<file path="src/rtl/cp0_intc_pkg.sv">
// rtl/cp0_intc_pkg.sv - shared CP0 register numbers and Status/Cause bit positions
//
// Purpose: constants shared by the CP0 interrupt controller and its users.
//   STATUS_REG/CAUSE_REG/EPC_REG : CP0 register numbers (rd field of MFC0/MTC0)
//   IE_BIT/EXL_BIT/IM_LSB        : Status bit positions
//   IP_LSB                       : Cause bit position of the first pending line
package cp0_intc_pkg;

  localparam logic [4:0] STATUS_REG = 5'd12;
  localparam logic [4:0] CAUSE_REG  = 5'd13;
  localparam logic [4:0] EPC_REG    = 5'd14;

  localparam int IE_BIT  = 0;
  localparam int EXL_BIT = 1;
  localparam int IM_LSB  = 8;
  localparam int IP_LSB  = 8;

endpackage

</file>
<file path="src/rtl/cp0_intc.sv">
// rtl/cp0_intc.sv - coprocessor-0 interrupt controller (Status, Cause, EPC)
//
// Purpose: holds Status/Cause/EPC, decides when the core takes an interrupt
// and supplies the ERET return address.
//
// Ports:
//   clock          in   system clock, all state updates on the rising edge
//   reset          in   synchronous active-high reset, clears all state
//   irq_in         in   level-sensitive device interrupt lines (NUM_IRQ)
//   regnum         in   CP0 register number for MFC0/MTC0
//   wr_data        in   MTC0 source data
//   MTC0           in   write enable for the register selected by regnum
//   ERET           in   exception return executing this cycle
//   next_pc        in   word address of the next instruction (PC[31:2])
//   rd_data        out  MFC0 read data (combinational)
//   EPC            out  saved return word address, to the PC mux
//   TakenInterrupt out  redirect fetch to the handler this cycle (combinational)
module cp0_intc
  import cp0_intc_pkg::*;
#(
  parameter int NUM_IRQ   = 8,
  parameter int TIMER_IRQ = 7
) (
  input  logic               clock,
  input  logic               reset,
  input  logic [NUM_IRQ-1:0] irq_in,
  input  logic [4:0]         regnum,
  input  logic [31:0]        wr_data,
  input  logic               MTC0,
  input  logic               ERET,
  input  logic [29:0]        next_pc,
  output logic [31:0]        rd_data,
  output logic [29:0]        EPC,
  output logic               TakenInterrupt
);

  // The timer line index only has to be a legal line; the controller treats
  // all lines alike, so it is checked here and otherwise unused.
  if (NUM_IRQ < 1 || NUM_IRQ > 8 || TIMER_IRQ < 0 || TIMER_IRQ >= NUM_IRQ) begin : g_bad_param
    $error("cp0_intc: illegal NUM_IRQ/TIMER_IRQ combination");
  end

  logic [31:0]        user_status;
  logic               exception_level;
  logic [29:0]        epc_q;
  logic [NUM_IRQ-1:0] ip_q;

  logic [NUM_IRQ-1:0] int_mask;
  logic               pending;
  logic               status_wr;
  logic               epc_wr;
  logic [31:0]        status_rd;
  logic [31:0]        cause_rd;
  logic [31:0]        epc_rd;

  assign int_mask  = user_status[IM_LSB +: NUM_IRQ];
  assign pending   = |(ip_q & int_mask);
  assign status_wr = MTC0 && (regnum == STATUS_REG);
  assign epc_wr    = MTC0 && (regnum == EPC_REG);

  // Decision uses the pre-write Status: an MTC0 in the same cycle only
  // affects the following cycles.
  assign TakenInterrupt = pending && user_status[IE_BIT] && !exception_level;

  // EXL is always reported from its own flop; the stored bit 1 is shadowed.
  assign status_rd = {user_status[31:EXL_BIT+1], exception_level, user_status[IE_BIT]};
  assign cause_rd  = 32'(ip_q) << IP_LSB;
  assign epc_rd    = {epc_q, 2'b00};
  assign EPC       = epc_q;

  always_comb begin
    rd_data = 32'h0;
    case (regnum)
      STATUS_REG: rd_data = status_rd;
      CAUSE_REG:  rd_data = cause_rd;
      EPC_REG:    rd_data = epc_rd;
      default:    rd_data = 32'h0;
    endcase
  end

  always_ff @(posedge clock) begin
    if (reset) begin
      user_status     <= 32'h0;
      exception_level <= 1'b0;
      epc_q           <= 30'h0;
      ip_q            <= '0;
    end else begin
      // Registering the lines cuts the device-to-PC-mux combinational path.
      ip_q <= irq_in;

      if (status_wr) begin
        user_status <= wr_data;
      end

      if (TakenInterrupt) begin
        exception_level <= 1'b1;
      end else if (ERET) begin
        exception_level <= 1'b0;
      end

      if (TakenInterrupt) begin
        epc_q <= next_pc;
      end else if (epc_wr) begin
        epc_q <= wr_data[31:2];
      end
    end
  end

endmodule

</file>
<file path="config.mk">
export PLATFORM = sky130hd
export DESIGN_NAME = cp0_intc
export DESIGN_NICKNAME = d
export VERILOG_FILES = /design/src/rtl/cp0_intc_pkg.sv /design/src/rtl/cp0_intc.sv
export SDC_FILE = /design/constraint.sdc
export NUM_CORES = 1
export LEC_CHECK = 0
export ABC_AREA = 0
export CORE_MARGIN = 10
export CORE_UTILIZATION = 38
export CTS_CLUSTER_SIZE = 12
export DETAILED_ROUTE_END_ITERATION = 7
export MAX_ROUTING_LAYER = met4
export PLACE_DENSITY_LB_ADDON = 0.08
export SETUP_SLACK_MARGIN = 0.4
export SYNTH_ARGS = -nofsm -noshare
export SYNTH_HDL_FRONTEND = slang
export SYNTH_SLANG_ARGS = --single-unit
export TNS_END_PERCENT = 30
</file>
<file path="constraint.sdc">
create_clock -name clock -period 1.3 [get_ports clock]
set_input_delay 0.13 -clock clock [delete_from_list [all_inputs] [get_ports clock]]
set_output_delay 0.13 -clock clock [all_outputs]
set_load 0.01 [all_outputs]
</file>
Yosys cells after proc, flatten, opt, wreduce, memory -nomap -nowiden --
Cells that the tools add are included.
Word-level totals: register bits after elaboration 71, logic and storage cells 21, input bits 79, output and inout bits 63
Cells by class: bitwise logic cells 1, reduce and logical (&&, ||, !) cells 8, eq/ne operators 3, mux-type cells 5
Operator list (count):
- $pmux W32 S3 | 1
- $mux W30 | 2
- $eq A5 B4 Y1 const B | 3
- $and A8 B8 Y8 | 1
- $reduce_or A8 Y1 | 1
- $logic_and A1 B1 Y1 | 4
- $reduce_bool A2 Y1 | 2
- $mux W1 | 2
- $logic_not A1 Y1 | 1

Depth between registers and ports, before layout --
depth in word-level cells 5, gate-level depth with buffers 6, gate-level depth less buffers 4

Least setup slack after synthesis --
No wires, ideal clock.
kind register -> register, start point register ip_q[4], end point register epc_q[15], in the netlist EPC[15], buffers on the path 2, required time 1212 ps, path slack 59 ps, arrival 1153 ps, cell stages (with the launch flop) 7, clock period less this slack 1241 ps, library setup time 88 ps, path through dfxtp_1 -> a22oi_1 -> a41o_1 -> buf_4 -> buf_4 -> nor2_1 -> a311oi_2
On the way: cells in the longest elaborated chain, start to end 5, elaborated cells on any way between the ends 6, classes of those cells mux (1); bitwise (1); reduce/logical (4)
RTL lines:
- from (decl) | RTL line cp0_intc.sv:46 | logic [NUM_IRQ-1:0] ip_q;
- from (signal assigned) | RTL line cp0_intc.sv:89 | ip_q <= irq_in;
- $and A8 B8 Y8 (*) | RTL line cp0_intc.sv:57 | assign pending = |(ip_q & int_mask);
- $reduce_or A8 Y1 (*) | RTL line cp0_intc.sv:57
- $logic_and A1 B1 Y1 (*) (2 in a row) | RTL line cp0_intc.sv:63 | assign TakenInterrupt = pending && user_status[IE_BIT] && !exception_level;
- $mux W30 / $reduce_bool A2 Y1 (equally long branches)
- to (signal assigned) | RTL line cp0_intc.sv:102 | epc_q <= next_pc;
- to (signal assigned) | RTL line cp0_intc.sv:104 | epc_q <= wr_data[31:2];
- to (decl) | RTL line cp0_intc.sv:45 | logic [29:0] epc_q;
Every way passes the cells marked *; elsewhere a longest branch is shown, timed or not. A chain may end at the register's enable or synchronous reset.

Worst setup path in the final report --
start point register user_status[8], end point register epc_q[4], in the netlist EPC[4]
On the way: cells in the longest elaborated chain, start to end 5, elaborated cells on any way between the ends 6, classes of those cells mux (1); bitwise (1); reduce/logical (4)
RTL lines:
- from (decl) | RTL line cp0_intc.sv:43 | logic [31:0] user_status;
- from (signal assigned) | RTL line cp0_intc.sv:92 | user_status <= wr_data;
- $and A8 B8 Y8 (*) | RTL line cp0_intc.sv:57
- $reduce_or A8 Y1 (*) | RTL line cp0_intc.sv:57
- $logic_and A1 B1 Y1 (*) (2 in a row) | RTL line cp0_intc.sv:63
- $mux W30 / $reduce_bool A2 Y1 (equally long branches)
Marked as above.

==> out/metrics.csv <==
stage,metric,value,unit
run_status,outcome,"finished, violations left",
run_status,violations,setup timing,
drt,drt-initial-drc-count,163,
drt,vias,3657,
logic_synthesis,synth-simple-area-share,24.0,%
logic_synthesis,syn-cell-area,3220,µm²
floorplanning,dieWidth,112,µm
pwr,swShare,24.3,%
clocking,clk_path_buf_depth,2,
worst_setup_path,critPathKind,flip-flop to flip-flop,
drt,via_per_inst,5.37,
grt,grt_pass1_vias,3841,
placement,dpl.hpwl,8370,µm
logic_synthesis,mappedNetlistNets,472,
grt,grt_max_degree,71,
clocking,htreeDepth,3,
logic_synthesis,syn_inst,393,
floorplanning,core_area,8220,µm²
floorplanning,start_util,39.2,%
final_layout,final_area,5780,µm²
sta,slew_violations,0,
logic_synthesis,synth-seq-area-share,43.6,%
sta,timing.fmax,666,MHz
clocking,ctsRootBufferMaster,clkbuf_8,
placement,place.port_buffers,140,
grt,grt_pass1_wl,20700,µm
logic_synthesis,ys_warn_count,0,
sta,fin_skew,0.0155,ns
final_layout,fill_cells,656,
final_layout,drive_gt1_share,38.9,%
grt,grt.overflow.total,0,
logic_synthesis,syn_area_per_cell,8.19,µm²
final_layout,area_delta_synth_final,79.7,%
sta,worst_slack,-0.203,ns
placement,placed_area,4960,µm²
logic_synthesis,synth_compound_area_share,25.6,%
sta,setup_viol,62,
pwr,p_leak,2.20,nW
pwr,p_int,3.45,mW
logic_synthesis,synthAdderAreaFrac,0,%
clocking,numCtsBuffers,9,
pwr,peakVddDrop,0.536,mV
logic_synthesis,synth_largest_area_cell,dfxtp_1,
clocking,hold_buffers,0,
final_layout,multi_input_area,1860,µm²
logic_synthesis,synth.area.mux_share,0,%
sta,worst_hold_slack,0.281,ns
logic_synthesis,async_flop_share,0,%
clocking,cts_sinks,70,
clocking,clkLatencyLatePin,0.35,ns
logic_synthesis,synth.area.top_cells,"dfxtp_1 (44%), nand2_1 (15%), a21oi_1 (6.2%)",
floorplanning,fp-row-count,33,
drt,firstDrtPassIters,4,
placement,gp_congestion,0.754,
pwr,finalPower,4.55,mW
final_layout,utilization,70.3,%
drt,wirelength,13300,µm
pwr,pwr-share-clk,40.1,%
pwr,powerDensity,788,nW/µm²
pwr,switching_power,1.11,mW
grt,track_usage,20.5,%
worst_setup_path,worst_setup_path_start_kind,flip-flop,
logic_synthesis,synthXorXnorAreaFrac,0,%
sta,slew_headroom,72.7,%
final_layout,antenna_cells,0,
worst_setup_path,required,1.55,ns
logic_synthesis,netlist.area_leader.share,43.6,%
run,cap_violations,0,
sta,rsz0062_at_grt,true,
clocking,clkTransAtPathRegs,0.07,ns
worst_hold_path,min_path_type,input port to flip-flop,
grt,antenna_found_initial,0,
clocking,cts_tree,yes,
drt,drc,0,
floorplanning,dieArea,12500,µm²
final_layout,final_nets,650,
logic_synthesis,ys_types,26,
worst_setup_path,cp_max_fo,11,
sta,period_share,116,%
sta,hold_viol_final,0,
pwr,combPwrFrac,11.7,%
pwr,power.share.sequential,48.2,%
floorplanning,num_io_pins,142,
logic_synthesis,synth_top_family_by_area,compound AO/OA/AOI/OAI gates,
logic_synthesis,ys_seq_elements,70,
sta,worst_slew_pin_slew,0.410,ns
placement,place_ws,-0.818,ns
logic_synthesis,synth_ff_type,dfxtp_1,
worst_setup_path,end_kind,flip-flop,
logic_synthesis,synth_edf_count,0,
worst_setup_path,crit_arrival,1.75,ns
final_layout,seqCellArea,1420,µm²
drt,wl_per_cell,19.6,µm
floorplanning,die_h,112,µm
sta,finalCriticalPeriod,1.50,ns
drt,ant_nets,0,
==> area by class of cell <==
type	instances	area share, %
clock buffer	10	2.38
clock inverter	6	1.21
inverter	1	0.0649
multi-input combinational	286	32.1
sequential	70	24.5
tap	105	2.27
timing repair buffer	203	37.4
==> metrics by stage <==
step / std cells / TNS [ns]
2_1_floorplan: 393 / 0
3_3_place_gp: 645 / -57.90
3_5_place_dp: 645 / -60.11
4_1_cts: 678 / -7.89
5_1_grt: 681 / -10.96
6_report: 681 / -8.24
==> routing by layer <==
metal | global-route usage (%) | routed length [µm]
met1 | 22.9 | 5550
met2 | 34.2 | 6590
met3 | 5.31 | 770
met4 | 8.12 | 433
met5 | - | 0
==> power groups by stage <==
stage          logic (mW)  registers (mW)  clock network [mW]
2_1_floorplan       0.129            2.24                   0
3_3_place_gp        0.478            2.24                   0
3_5_place_dp        0.482            2.24                   0
4_1_cts             0.516            2.19                1.85
5_1_grt             0.567            2.20                1.95
6_report            0.535            2.19                1.82
==> cells by family (layout without fill, tap and decap cells) <==
logic type             count (synthesis)  count (layout)
AO/OA/AOI/OAI                        105             105
buffers and inverters                 37             220
flip-flops                            70              70
AND/OR/NAND/NOR                      181             181
==> worst max-delay path: stages (launching register included) <==
cell and delay, ns:
dfxtp_2 0.33, a22oi_2 0.21, a41o_2 0.28, buf_8 0.17, buf_12 0.15, nor2_1 0.05
a311oi_2 0.24
==> layout by cell type, fill, tap and decap left out, types with 4 or more instances in the layout <==
| cell | Yosys | final |
|---|---|---|
| a22oi_2 | 0 | 4 |
| nand2_2 | 0 | 13 |
| clkdlybuf4s15_2 | 0 | 28 |
| a221oi_2 | 0 | 8 |
| dfxtp_2 | 0 | 13 |
| nor2_1 | 31 | 27 |
| a311oi_2 | 9 | 25 |
| buf_2 | 14 | 31 |
| a22o_1 | 22 | 22 |
| buf_12 | 0 | 15 |
| nand2_1 | 130 | 116 |
| a311oi_1 | 21 | 5 |
| dfxtp_1 | 70 | 57 |
| nor2b_1 | 8 | 8 |
| buf_4 | 9 | 25 |
| clkdlybuf4s50_1 | 0 | 70 |
| buf_6 | 4 | 21 |
| clkbuf_8 | 0 | 10 |
| a21oi_1 | 40 | 40 |
==> sequential cells by signal, indices dropped and copies added, names as in the netlist <==
signal           cells
EPC                 30
exception_level      1
ip_q                 8
user_status         31
==> Yosys cell counts, types with 2 or more instances <==
cell type  instances
clkbuf_1           9
nand2_1          130
and2_1             2
a22oi_1            4
buf_6              4
dfxtp_1           70
buf_2             14
buf_4              9
nor2_1            31
nand2b_1           2
nor2b_1            8
a221oi_1           8
a311oi_1          21
a311oi_2           9
a22o_1            22
a21oi_1           40
==> path summary, 6_finish.rpt <==
check	depth (start not counted)	to	startpoint	slack, ns
worst max-delay path	6	EPC[4]	user_status[8]	-0.20
worst min-delay path	3	ip_q[7]	reset	0.28
worst max register to register	6	EPC[4]	user_status[8]	-0.20
worst min register to register	2	user_status[2]	user_status[2]	0.46
==> timing repair <==
item | in CTS | in global routing
setup buffers | 12 | 1
cloned | 5 | 2
resized for setup | 318 | 34
pin swaps | 40 | 20
setup endpoints to repair | 125 | 125
Power figures use the tool's default switching activity.
